<file path="config.mk">
export PLATFORM = sky130hd
export DESIGN_NAME = alu_arbiter_flat
export DESIGN_NICKNAME = d
export VERILOG_FILES = /design/src/rtl/alu_arbiter_if.sv /design/src/rtl/alu_arbiter.sv /design/src/flat_wrapper.sv
export SDC_FILE = /design/constraint.sdc
export NUM_CORES = 1
export LEC_CHECK = 0
export ABC_AREA = 1
export BUFFER_PORTS_ARGS = -buffer_cell sky130_fd_sc_hd__buf_2
export CAP_MARGIN = 20
export CORE_MARGIN = 2
export CORE_UTILIZATION = 30
export DETAILED_ROUTE_END_ITERATION = 6
export GPL_TIMING_DRIVEN = 0
export REMOVE_ABC_BUFFERS = 1
export SYNTH_ARGS = -nofsm -noshare
export SYNTH_HDL_FRONTEND = slang
export SYNTH_SLANG_ARGS = --single-unit
</file>
<file path="constraint.sdc">
create_clock -name clk -period 1.8 [get_ports clk]
set_input_delay 0.36 -clock clk [delete_from_list [all_inputs] [get_ports clk]]
set_output_delay 0.36 -clock clk [all_outputs]
set_load 0.01 [all_outputs]
</file>
<file path="src/rtl/alu_arbiter_if.sv">
// alu_arbiter_if: request/response channels and ALU drive/return signals of the ALU arbiter
interface alu_arbiter_if #(
  parameter int DATA_W = 32,
  parameter int CTRL_W = 4,
  parameter int STAT_W = 8
);
  logic              req0_valid, req0_ready, req1_valid, req1_ready;
  logic [CTRL_W-1:0] req0_ctrl, req1_ctrl;
  logic [DATA_W-1:0] req0_op1, req0_op2, req1_op1, req1_op2;
  logic              rsp0_valid, rsp0_ready, rsp1_valid, rsp1_ready;
  logic [DATA_W-1:0] rsp_result;
  logic [STAT_W-1:0] rsp_status;
  logic [CTRL_W-1:0] alu_control;
  logic [DATA_W-1:0] alu_op_1, alu_op_2, alu_result;
  logic [STAT_W-1:0] alu_status;
  logic              busy;
  modport slave (
    input  req0_valid, req0_ctrl, req0_op1, req0_op2,
    input  req1_valid, req1_ctrl, req1_op1, req1_op2,
    input  rsp0_ready, rsp1_ready, alu_result, alu_status,
    output req0_ready, req1_ready, rsp0_valid, rsp1_valid,
    output rsp_result, rsp_status, alu_control, alu_op_1, alu_op_2, busy
  );
  modport master (
    output req0_valid, req0_ctrl, req0_op1, req0_op2,
    output req1_valid, req1_ctrl, req1_op1, req1_op2,
    output rsp0_ready, rsp1_ready, alu_result, alu_status,
    input  req0_ready, req1_ready, rsp0_valid, rsp1_valid,
    input  rsp_result, rsp_status, alu_control, alu_op_1, alu_op_2, busy
  );
endinterface

</file>
<file path="src/rtl/alu_arbiter.sv">
// alu_arbiter: round-robin sharing of one combinational ALU between two requesters
module alu_arbiter #(
  parameter int DATA_W = 32,
  parameter int CTRL_W = 4,
  parameter int STAT_W = 8
) (
  input  logic          clk,
  input  logic          rst_n,
  alu_arbiter_if.slave  bus
);
  typedef enum logic [1:0] {IDLE, EXEC, RESP} state_t;
  state_t            r_state, w_next;
  logic              r_last, r_owner, w_grant, w_accept, w_done;
  logic [CTRL_W-1:0] r_ctrl;
  logic [DATA_W-1:0] r_op1, r_op2, r_result;
  logic [STAT_W-1:0] r_status;
  always_comb begin
    w_grant  = (bus.req0_valid & bus.req1_valid) ? ~r_last : bus.req1_valid;
    w_accept = (r_state == IDLE) & (bus.req0_valid | bus.req1_valid);
    w_done   = (r_state == RESP) & (r_owner ? bus.rsp1_ready : bus.rsp0_ready);
    w_next   = (r_state == IDLE) ? (w_accept ? EXEC : IDLE) :
               (r_state == EXEC) ? RESP : (w_done ? IDLE : RESP);
  end
  always_ff @(posedge clk or negedge rst_n)
    if (!rst_n) begin
      r_state  <= IDLE;
      r_last   <= 1'b1;
      r_owner  <= 1'b0;
      r_ctrl   <= '0;
      r_op1    <= '0;
      r_op2    <= '0;
      r_result <= '0;
      r_status <= '0;
    end else begin
      r_state <= w_next;
      if (w_accept) begin
        r_owner <= w_grant;
        r_ctrl  <= w_grant ? bus.req1_ctrl : bus.req0_ctrl;
        r_op1   <= w_grant ? bus.req1_op1  : bus.req0_op1;
        r_op2   <= w_grant ? bus.req1_op2  : bus.req0_op2;
      end
      if (r_state == EXEC) begin
        r_result <= bus.alu_result;
        r_status <= bus.alu_status;
      end
      if (w_done) r_last <= r_owner;
    end
  assign bus.req0_ready  = w_accept & ~w_grant;
  assign bus.req1_ready  = w_accept & w_grant;
  assign bus.rsp0_valid  = (r_state == RESP) & ~r_owner;
  assign bus.rsp1_valid  = (r_state == RESP) & r_owner;
  assign bus.rsp_result  = r_result;
  assign bus.rsp_status  = r_status;
  assign bus.alu_control = r_ctrl;
  assign bus.alu_op_1    = r_op1;
  assign bus.alu_op_2    = r_op2;
  assign bus.busy        = r_state != IDLE;
endmodule

</file>
<file path="src/flat_wrapper.sv">
// flat-port wrapper written by rule: the top's interface ports become plain ports
module alu_arbiter_flat 
#(
  parameter int DATA_W = 32,
  parameter int CTRL_W = 4,
  parameter int STAT_W = 8
)
  (clk, rst_n, bus_req0_valid, bus_req0_ctrl, bus_req0_op1, bus_req0_op2, bus_req1_valid, bus_req1_ctrl, bus_req1_op1, bus_req1_op2, bus_rsp0_ready, bus_rsp1_ready, bus_alu_result, bus_alu_status, bus_req0_ready, bus_req1_ready, bus_rsp0_valid, bus_rsp1_valid, bus_rsp_result, bus_rsp_status, bus_alu_control, bus_alu_op_1, bus_alu_op_2, bus_busy);
  alu_arbiter_if #(.DATA_W(DATA_W), .CTRL_W(CTRL_W), .STAT_W(STAT_W)) bus_i ();
  input  logic clk;
  input  logic rst_n;
  input wire logic [$bits(bus_i.req0_valid)-1:0] bus_req0_valid;
  input wire logic [$bits(bus_i.req0_ctrl)-1:0] bus_req0_ctrl;
  input wire logic [$bits(bus_i.req0_op1)-1:0] bus_req0_op1;
  input wire logic [$bits(bus_i.req0_op2)-1:0] bus_req0_op2;
  input wire logic [$bits(bus_i.req1_valid)-1:0] bus_req1_valid;
  input wire logic [$bits(bus_i.req1_ctrl)-1:0] bus_req1_ctrl;
  input wire logic [$bits(bus_i.req1_op1)-1:0] bus_req1_op1;
  input wire logic [$bits(bus_i.req1_op2)-1:0] bus_req1_op2;
  input wire logic [$bits(bus_i.rsp0_ready)-1:0] bus_rsp0_ready;
  input wire logic [$bits(bus_i.rsp1_ready)-1:0] bus_rsp1_ready;
  input wire logic [$bits(bus_i.alu_result)-1:0] bus_alu_result;
  input wire logic [$bits(bus_i.alu_status)-1:0] bus_alu_status;
  output wire logic [$bits(bus_i.req0_ready)-1:0] bus_req0_ready;
  output wire logic [$bits(bus_i.req1_ready)-1:0] bus_req1_ready;
  output wire logic [$bits(bus_i.rsp0_valid)-1:0] bus_rsp0_valid;
  output wire logic [$bits(bus_i.rsp1_valid)-1:0] bus_rsp1_valid;
  output wire logic [$bits(bus_i.rsp_result)-1:0] bus_rsp_result;
  output wire logic [$bits(bus_i.rsp_status)-1:0] bus_rsp_status;
  output wire logic [$bits(bus_i.alu_control)-1:0] bus_alu_control;
  output wire logic [$bits(bus_i.alu_op_1)-1:0] bus_alu_op_1;
  output wire logic [$bits(bus_i.alu_op_2)-1:0] bus_alu_op_2;
  output wire logic [$bits(bus_i.busy)-1:0] bus_busy;
  assign bus_i.req0_valid = bus_req0_valid;
  assign bus_i.req0_ctrl = bus_req0_ctrl;
  assign bus_i.req0_op1 = bus_req0_op1;
  assign bus_i.req0_op2 = bus_req0_op2;
  assign bus_i.req1_valid = bus_req1_valid;
  assign bus_i.req1_ctrl = bus_req1_ctrl;
  assign bus_i.req1_op1 = bus_req1_op1;
  assign bus_i.req1_op2 = bus_req1_op2;
  assign bus_i.rsp0_ready = bus_rsp0_ready;
  assign bus_i.rsp1_ready = bus_rsp1_ready;
  assign bus_i.alu_result = bus_alu_result;
  assign bus_i.alu_status = bus_alu_status;
  assign bus_req0_ready = bus_i.req0_ready;
  assign bus_req1_ready = bus_i.req1_ready;
  assign bus_rsp0_valid = bus_i.rsp0_valid;
  assign bus_rsp1_valid = bus_i.rsp1_valid;
  assign bus_rsp_result = bus_i.rsp_result;
  assign bus_rsp_status = bus_i.rsp_status;
  assign bus_alu_control = bus_i.alu_control;
  assign bus_alu_op_1 = bus_i.alu_op_1;
  assign bus_alu_op_2 = bus_i.alu_op_2;
  assign bus_busy = bus_i.busy;
  alu_arbiter #(.DATA_W(DATA_W), .CTRL_W(CTRL_W), .STAT_W(STAT_W)) u_core (.clk(clk), .rst_n(rst_n), .bus(bus_i));
endmodule
</file>
==> results of run 1 <==
[logic make-up after synthesis]
kind of cell,synth area share
flops,0.530
buf+inv,0.0489
simple gates,0.419
compound gates,0.00236
[per-layer routing]
metal,up-vias,GRT usage
met5,-,0
met4,0,0.0813
met3,20,0.0470
met2,244,0.359
met1,2549,0.258
li1,2812,-
[state kept, by name, summed over array words and instances (netlist names)]
name,count
u_core.bus.alu_control,4
u_core.bus.alu_op_1,32
u_core.bus.alu_op_2,32
u_core.bus.rsp_result,32
u_core.bus.rsp_status,8
u_core.r_last,1
u_core.r_owner,1
u_core.r_state,2
[report_power, final]
part / internal [mW] / switching, mW / total (mW)
registers: 3.75 / 0.655 / 4.40
logic: 2.44 / 4.05 / 6.48
clock network: 0.982 / 0.902 / 1.88
[Yosys cell counts (2+ instances only)]
library cell | n | area share
nand2_1 | 426 | 0.30
dfrtp_1 | 111 | 0.52
nand3_1 | 108 | 0.10
buf_2 | 19 | 0.018
clkbuf_1 | 19 | 0.013
buf_1 | 5 | 0.0035
buf_4 | 4 | 0.0057
nor2_1 | 4 | 0.0028
buf_6 | 2 | 0.0043
inv_1 | 2 | 0.0014
inv_2 | 2 | 0.0014
nand4_1 | 2 | 0.0024
[area by class of cell]
cell class                      instances  share of cell area
Inverter                                5             0.00736
Timing Repair Buffer                  321               0.242
Sequential cell                       112               0.367
Clock inverter                          4             0.00376
Antenna cell                            1            0.000327
Clock buffer                           12              0.0322
Tap cell                              225              0.0368
Multi-Input combinational cell        551               0.305
Timing Repair inverter                  5             0.00572
[what timing repair did]
action | in CTS | in global routing
hold buffers | 1 | 0
endpoints found under the hold margin | 24 | 0
gates cloned | 10 | 1
endpoints found under the setup margin | 115 | 38
gates resized for setup | 23 | 4
buffers inserted | 21 | 1
pin swaps | 30 | 3
[path summary, 6_finish.rpt]
check,start,endpoint,slack [ns]
max,u_core.r_last$_DFFE_PN1P_,bus_req0_ready,-0.03
min,bus_alu_result[0],u_core.bus.rsp_result[0]$_DFFE_PN0N_,0.25
max reg2reg,u_core.r_state[0]$_DFF_PN0_,u_core.bus.alu_control[1]$_DFFE_PN0P_,0.13
min reg2reg,u_core.bus.rsp_result[21]$_DFFE_PN0N_,u_core.bus.rsp_result[21]$_DFFE_PN0N_,0.47
max in group asynchronous,rst_n,u_core.bus.alu_op_1[8]$_DFFE_PN0P_,0.57
min in group asynchronous,rst_n,u_core.bus.rsp_result[30]$_DFFE_PN0N_,0.54
[worst max-delay path, delay by kind of cell (launching register included)]
family / cells / cell delay (ns)
buf+inv: 2 / 0.31
simple gates: 1 / 0.09
compound gates: 1 / 0.11
flops: 1 / 0.59
[metrics by stage]
step	TNS, ns	setup WS (ns)	utilization
after CTS	-1.38	-0.0827	0.440
after detailed placement	-102.30	-1.83	0.402
final	-0.0318	-0.0318	0.442
after floorplan	-82.55	-1.32	-
after global routing	-0.138	-0.0976	0.442
after global placement	-355.93	-2.99	0.394
==> results.md, run 1 <==
* Status: finished, violations left
* Failing checks: negative setup slack
* Final Hold Fails at 0
* Slew Viols, Final at 0
* Design Power at about 13 mW
* Final Cell Area at 0.00765 mm²
* WL met1 at 8.29 mm
* Clock tree sinks at 112
* Area Growth Syn to Fin at 44.6%
* Vias in the first global route at 5276
* CTS H-Tree Depth at 3
* Length of routed met3 wiring at 1.92 mm
* Sequential cell area fraction in the yosys report at 0.530
* Initial antenna violation count at 1
* I/O pin cnt at 295
* First DRT Iteration DRCs at ~180
* Leakage at 4.57 nW
* Largest net degree at the start of global routing at 58
* Drt total wl at 20.3 mm
* Crit-path slowest cell: dfstp_2
* I/O Buffers at 294
* Starting Density at 0.306
* Worst-Margin Slew at 0.609 ns
* Nets at 1187
* Antenna viol nets, final at 0
* DR vias at approximately 5.6k
* Final Wtd Congestion at 0.746
* Final setup vio count at 1
* EDFF count, synth at 0
* Worst setup SP type: flop
* Worst path cell trace: nand2_8, buf_16, a21oi_2, buf_2
* Area after DPL at ~0.0070 mm²
* Final WS setup at -0.0318 ns
* Worst VDD drop at ~0.65 mV
* Most frequent cells in the layout: nand2_1 (425), buf_2 (291), dfrtp_1 (109)
* Area occupied by multi-input gates at 0.00233 mm²
* Drt pass-1 iters at 4
* Placed cell count at 1188
* Max FO, Critical Path at 25
* Max layer used: met4
* Final period utilization at 1.02
* CP Class: flop to output port
* Root buffer cell: clkbuf_16
* Hold crit path type: primary input to flop
* Critical Path Max Stage Delay at just under 0.6 ns
* First-pass GRT wire length at 29.2 mm
* Core Footprint at 0.0173 mm²
* Post-synth ARST share at 1.00
* Synth unique cells at 20
* Setup Skew at 0.00736 ns
* Die X at 137 µm
* Final std cells w/o fill at 1236
* Layout cells sized above 1 at 0.353
* GRT overflow at 0
* R2R cell count at 8
* CP required at approximately 1.4 ns
* Cts bufs inserted at 9
* GRT Total Usage at 0.210
* Filler cell count in the final layout at 1791
* Mapped cell area at roughly 0.0053 mm²
* Register area at 0.00281 mm²
* Most common cell after layout, fill and taps aside: nand2_1
* Minimum clock period at 1.83 ns
* Max_slew headroom at 0.593
* Clock Latency Late Sink at 0.34 ns
* Seq cells post-synth at approximately 110
* Die area at 0.0187 mm²
* RSZ-0062 raised after global routing: yes
* Arrival time at the worst endpoint at roughly 1.5 ns
* PwrDens at 1670 mW/mm²
* CTS max path bufs at 2
* Hold Slack at 0.249 ns
* Max Cap Violations at 0
* Fmax at 546 MHz
* Std-Cell Rows at between 40 and 50
* YS warnings at 0
* Metal2 WL at 9.62 mm
* CTS tree: built
* DR DRC count at 0
* Avg Synthesized Cell Area at roughly 7.4 µm²
* Dpl hpwl at ~12 mm
* Die height at 137 µm
* Critical path capture point type: output port
* Via density at 4.55
* Worst hold path cell count at 3
* Clock transition at path regs at 0.07 ns
* DR WL/cell at 16.4 µm
* Synth Flop Type: dfrtp_1
* Cell count after synthesis at 712
(Power assumes the default switching activity.)
==> run 2: changes to the inputs <==
ABC_AREA = unset   (was 1)
CORE_ASPECT_RATIO = 1.1   (was unset)
==> run 2 against run 1 <==
  * The run still ends with negative setup slack left
  * Clock power is 6% higher
  * Maximum frequency is 9.3% lower
  * Critical path depth is 2 higher
  * Total power is 1.7% higher
  * Wire length is 18% lower
  * Non-clock buffer count is 2 higher
  * Combinational power is 0.6% higher
  * Critical path type unchanged
  * Largest cell class unchanged
  * Largest power group unchanged
  * Highest routed layer is now met5
==> results.md, run 2 <==
* RSZ-0062 raised after global routing: yes
* Share of total power in the clock network at 0.153 (+0.005)
* Cell count after synthesis at 337 (-53%)
* Setup Skew at 0.0104 ns (+0.00304 ns)
* Logic gate share of total power at 0.502 (-0.006)
* Clock Latency Late Sink at 0.35 ns (about the same)
* Die area at 0.0169 mm² (-9.8%)
* Seq cells post-synth at 112 (unchanged)
* CTS H-Tree Depth at 3 (unchanged)
* Filler cell count in the final layout at 1492 (-17%)
* Most common cell in the netlist: dfrtp_1
* Antenna viol nets, final at 0 (unchanged)
* Sw Pwr at 4.72 mW (-16%)
* Final Cell Area at 0.00706 mm² (-7.8%)
* Final setup vio count at 31 (+30)
* CP Class: flop to output port
* Sequential cell area fraction in the yosys report at 0.589 (+0.0592)
* Max_slew headroom at 0.513 (-0.0802)
* Final Wtd Congestion at 0.725 (-2.8%)
* First-pass GRT wire length at 23.2 mm (-20%)
* Area Growth Syn to Fin at 48.3%
* GRT Total Usage at 0.183 (-0.0266)
* Via density at 5.10 (+12%)
* Mapped cell area at 0.00476 mm² (-10%)
* Cts bufs inserted at 9 (unchanged)
* Max FO, Critical Path at 5 (-80%)
* Starting Density at 0.305 (-0.00111)
* Dpl ws at -0.728 ns (+1.10 ns)
* Top post-synthesis cells by area: dfrtp_1 (58%), a221o_1 (14%), o21a_1 (11%), mux2_2 (9.5%), buf_6 (2.1%)
* GRT overflow at 0 (unchanged)
* YS warnings at 0 (unchanged)
* PwrDens at 1840 mW/mm² (+10%)
* Failing checks: negative setup slack
* Core Footprint at 0.0156 mm² (-9.7%)
* Status: finished, violations left
* Die X at 124 µm (-9.3%)
* Int Power at 8.27 mW (+15%)
* Setup TNS Final at -1.68 ns (-1.65 ns)
* Worst path cell trace: nor2_4, inv_8, a211oi_4, buf_8, buf_12, buf_6
* CTS tree: built
* Synth area leader: dfrtp_1
* Final period utilization at 1.12 (+0.104)
* Die height at 136 µm (-0.51%)
* Area occupied by multi-input gates at 0.00181 mm² (-23%)
* Post-synth ARST share at 1.00 (unchanged)
* Drt total wl at 16.7 mm (-18%)
* Avg Synthesized Cell Area at 14.1 µm² (+90%)
* Worst setup SP type: flop
* Layout cells sized above 1 at 0.601 (+0.247)
* Final Hold Fails at 0 (unchanged)
* Root buffer cell: clkbuf_16
* Synth Flop Type: dfrtp_1
* CP required at 1.44 ns (about the same)
* EDFF count, synth at 0 (unchanged)
* DR vias at 4315 (-23%)
* Leakage at 3.52 nW (-23%)
* Ranking of synthesized cells by instance count: dfrtp_1 (111), a221o_1 (68), o21a_1 (68)
* Clock transition at path regs at 0.07 ns (about the same)
* I/O Buffers at 294 (unchanged)
* Final WS setup at -0.220 ns (-0.188 ns)
* Most common cell after layout, fill and taps aside: buf_2
* I/O pin cnt at 295 (unchanged)
* CTS Hold Bufs at 0 (-1)
* Final std cells w/o fill at 846 (-32%)
* Slew Viols, Final at 0 (unchanged)
* Area after DPL at 0.00644 mm² (-7.4%)
* First DRT Iteration DRCs at 178 (-3.3%)
* Placed cell count at 805 (-32%)
* Critical path capture point type: output port
* Critical Path Max Stage Delay at 0.42 ns (-0.17 ns)
* Vias in the first global route at 4303 (-18%)
* Antenna cells at 0 (-1)
* Fmax at 495 MHz (-9.3%)
* Most frequent cells in the layout: buf_2 (291), dfrtp_1 (110), o21a_1 (68), a221o_1 (68), mux2_2 (40)
* Synth unique cells at 21 (+5.0%)
* Worst VDD drop at 0.742 mV (+14%)
* Nets at 823 (-31%)
* Std-Cell Rows at 48 (unchanged)
* Drt pass-1 iters at 5 (+1)
* Largest net degree at the start of global routing at 60 (+3.4%)
* DR DRC count at 0 (unchanged)
* Synth top area share at 0.584 (+0.0586)
* Minimum clock period at 2.02 ns (+0.188 ns)
* Hold Slack at 0.0677 ns (-0.181 ns)
* DR WL/cell at 19.7 µm (+20%)
* Max Cap Violations at 0 (unchanged)
* Arrival time at the worst endpoint at 1.66 ns (+0.19 ns)
* Worst-Margin Slew at 0.731 ns (+0.122 ns)
* Initial antenna violation count at 1 (unchanged)
* Crit-path slowest cell: dfrtp_1
* Register area at 0.00281 mm² (-0.13%)
* Seq pwr share at 0.345 (about the same)
* Clock tree sinks at 112 (unchanged)
* Switch share at 0.364 (-0.0751)
* Dpl hpwl at 10.5 mm (-12%)
* CTS max path bufs at 2 (unchanged)
* Hold crit path type: primary input to asynchronous set/reset pin
-- run 2: worst paths after layout --
kind | start | end | slack [ns] | cells past startpoint
setup / recovery | u_core.r_state[1]$_DFF_PN0_ | bus_req1_ready | -0.22 | 6
hold / removal | rst_n | u_core.bus.rsp_result[23]$_DFFE_PN0N_ | 0.07 | 1
setup reg to reg | u_core.r_state[1]$_DFF_PN0_ | u_core.bus.alu_op_1[9]$_DFFE_PN0P_ | -0.08 | 6
hold reg to reg | u_core.bus.rsp_result[4]$_DFFE_PN0N_ | u_core.bus.rsp_result[4]$_DFFE_PN0N_ | 0.50 | 1
max in group asynchronous | rst_n | u_core.bus.alu_op_1[20]$_DFFE_PN0P_ | 0.99 | 2
min in group clk | bus_req1_op2[12] | u_core.bus.alu_op_2[12]$_DFFE_PN0P_ | 0.24 | 2
-- run 2: power by group through the flow --
stage               clock network [mW]  registers [mW]  logic (mW)
finish                            1.99            4.48        6.52
global route                      2.15            4.64        7.01
CTS                               2.06            4.48        6.18
detailed placement                   0            4.48        5.72
global placement                     0            4.44        5.41
floorplan                            0            5.02        2.72
-- run 2: cell type report --
type                       instances  area share
clock inverter                     3     0.00638
sequential                       112       0.398
timing repair inverter             1     0.00124
multi-input combinational        192       0.256
inverter                           2     0.00213
timing repair buffer             323       0.267
clock buffer                      13      0.0340
tap                              200      0.0355
-- run 2: metal layers --
metal  track usage  share of wire  up-vias
li1              -              -     1933
met2         0.324           0.51      244
met1         0.220           0.40     2119
met4        0.0593          0.014        2
met3        0.0394          0.081       17
met5             0        0.00042        -
-- run 2: cell families (layout without fill, tap and decap cells) --
| kind of cell | after synthesis | count (layout) | synth area share |
|---|---|---|---|
| flip-flops | 112 | 112 | 0.589 |
| AO/OA/AOI/OAI | 141 | 143 | 0.261 |
| AND/OR/NAND/NOR | 8 | 8 | 0.00973 |
| multiplexers | 41 | 41 | 0.0967 |
| buffers and inverters | 35 | 342 | 0.0434 |
-- run 2: critical path, delay by kind of cell (launching register included) --
kind	cells	cell delay, ns
AOI/OAI and AO/OA	1	0.27
buffers and inverters	4	0.42
DFF	1	0.42
and+or+nand+nor	1	0.20
-- run 2: stage by stage --
step           power [mW]  utilization
2_1_floorplan        7.75            -
3_3_place_gp         9.84        0.402
3_5_place_dp         10.2        0.413
4_1_cts              12.7        0.442
5_1_grt              13.8        0.452
6_report             13.0        0.452
-- run 2: repair_timing --
action                                  in CTS  in global routing
pin swaps                                    3                  2
endpoints found under the setup margin      72                 37
gates resized for setup                     11                  3
cloned                                       4                  3
setup buffers                                9                 10
hold endpoints to repair                     0                  0
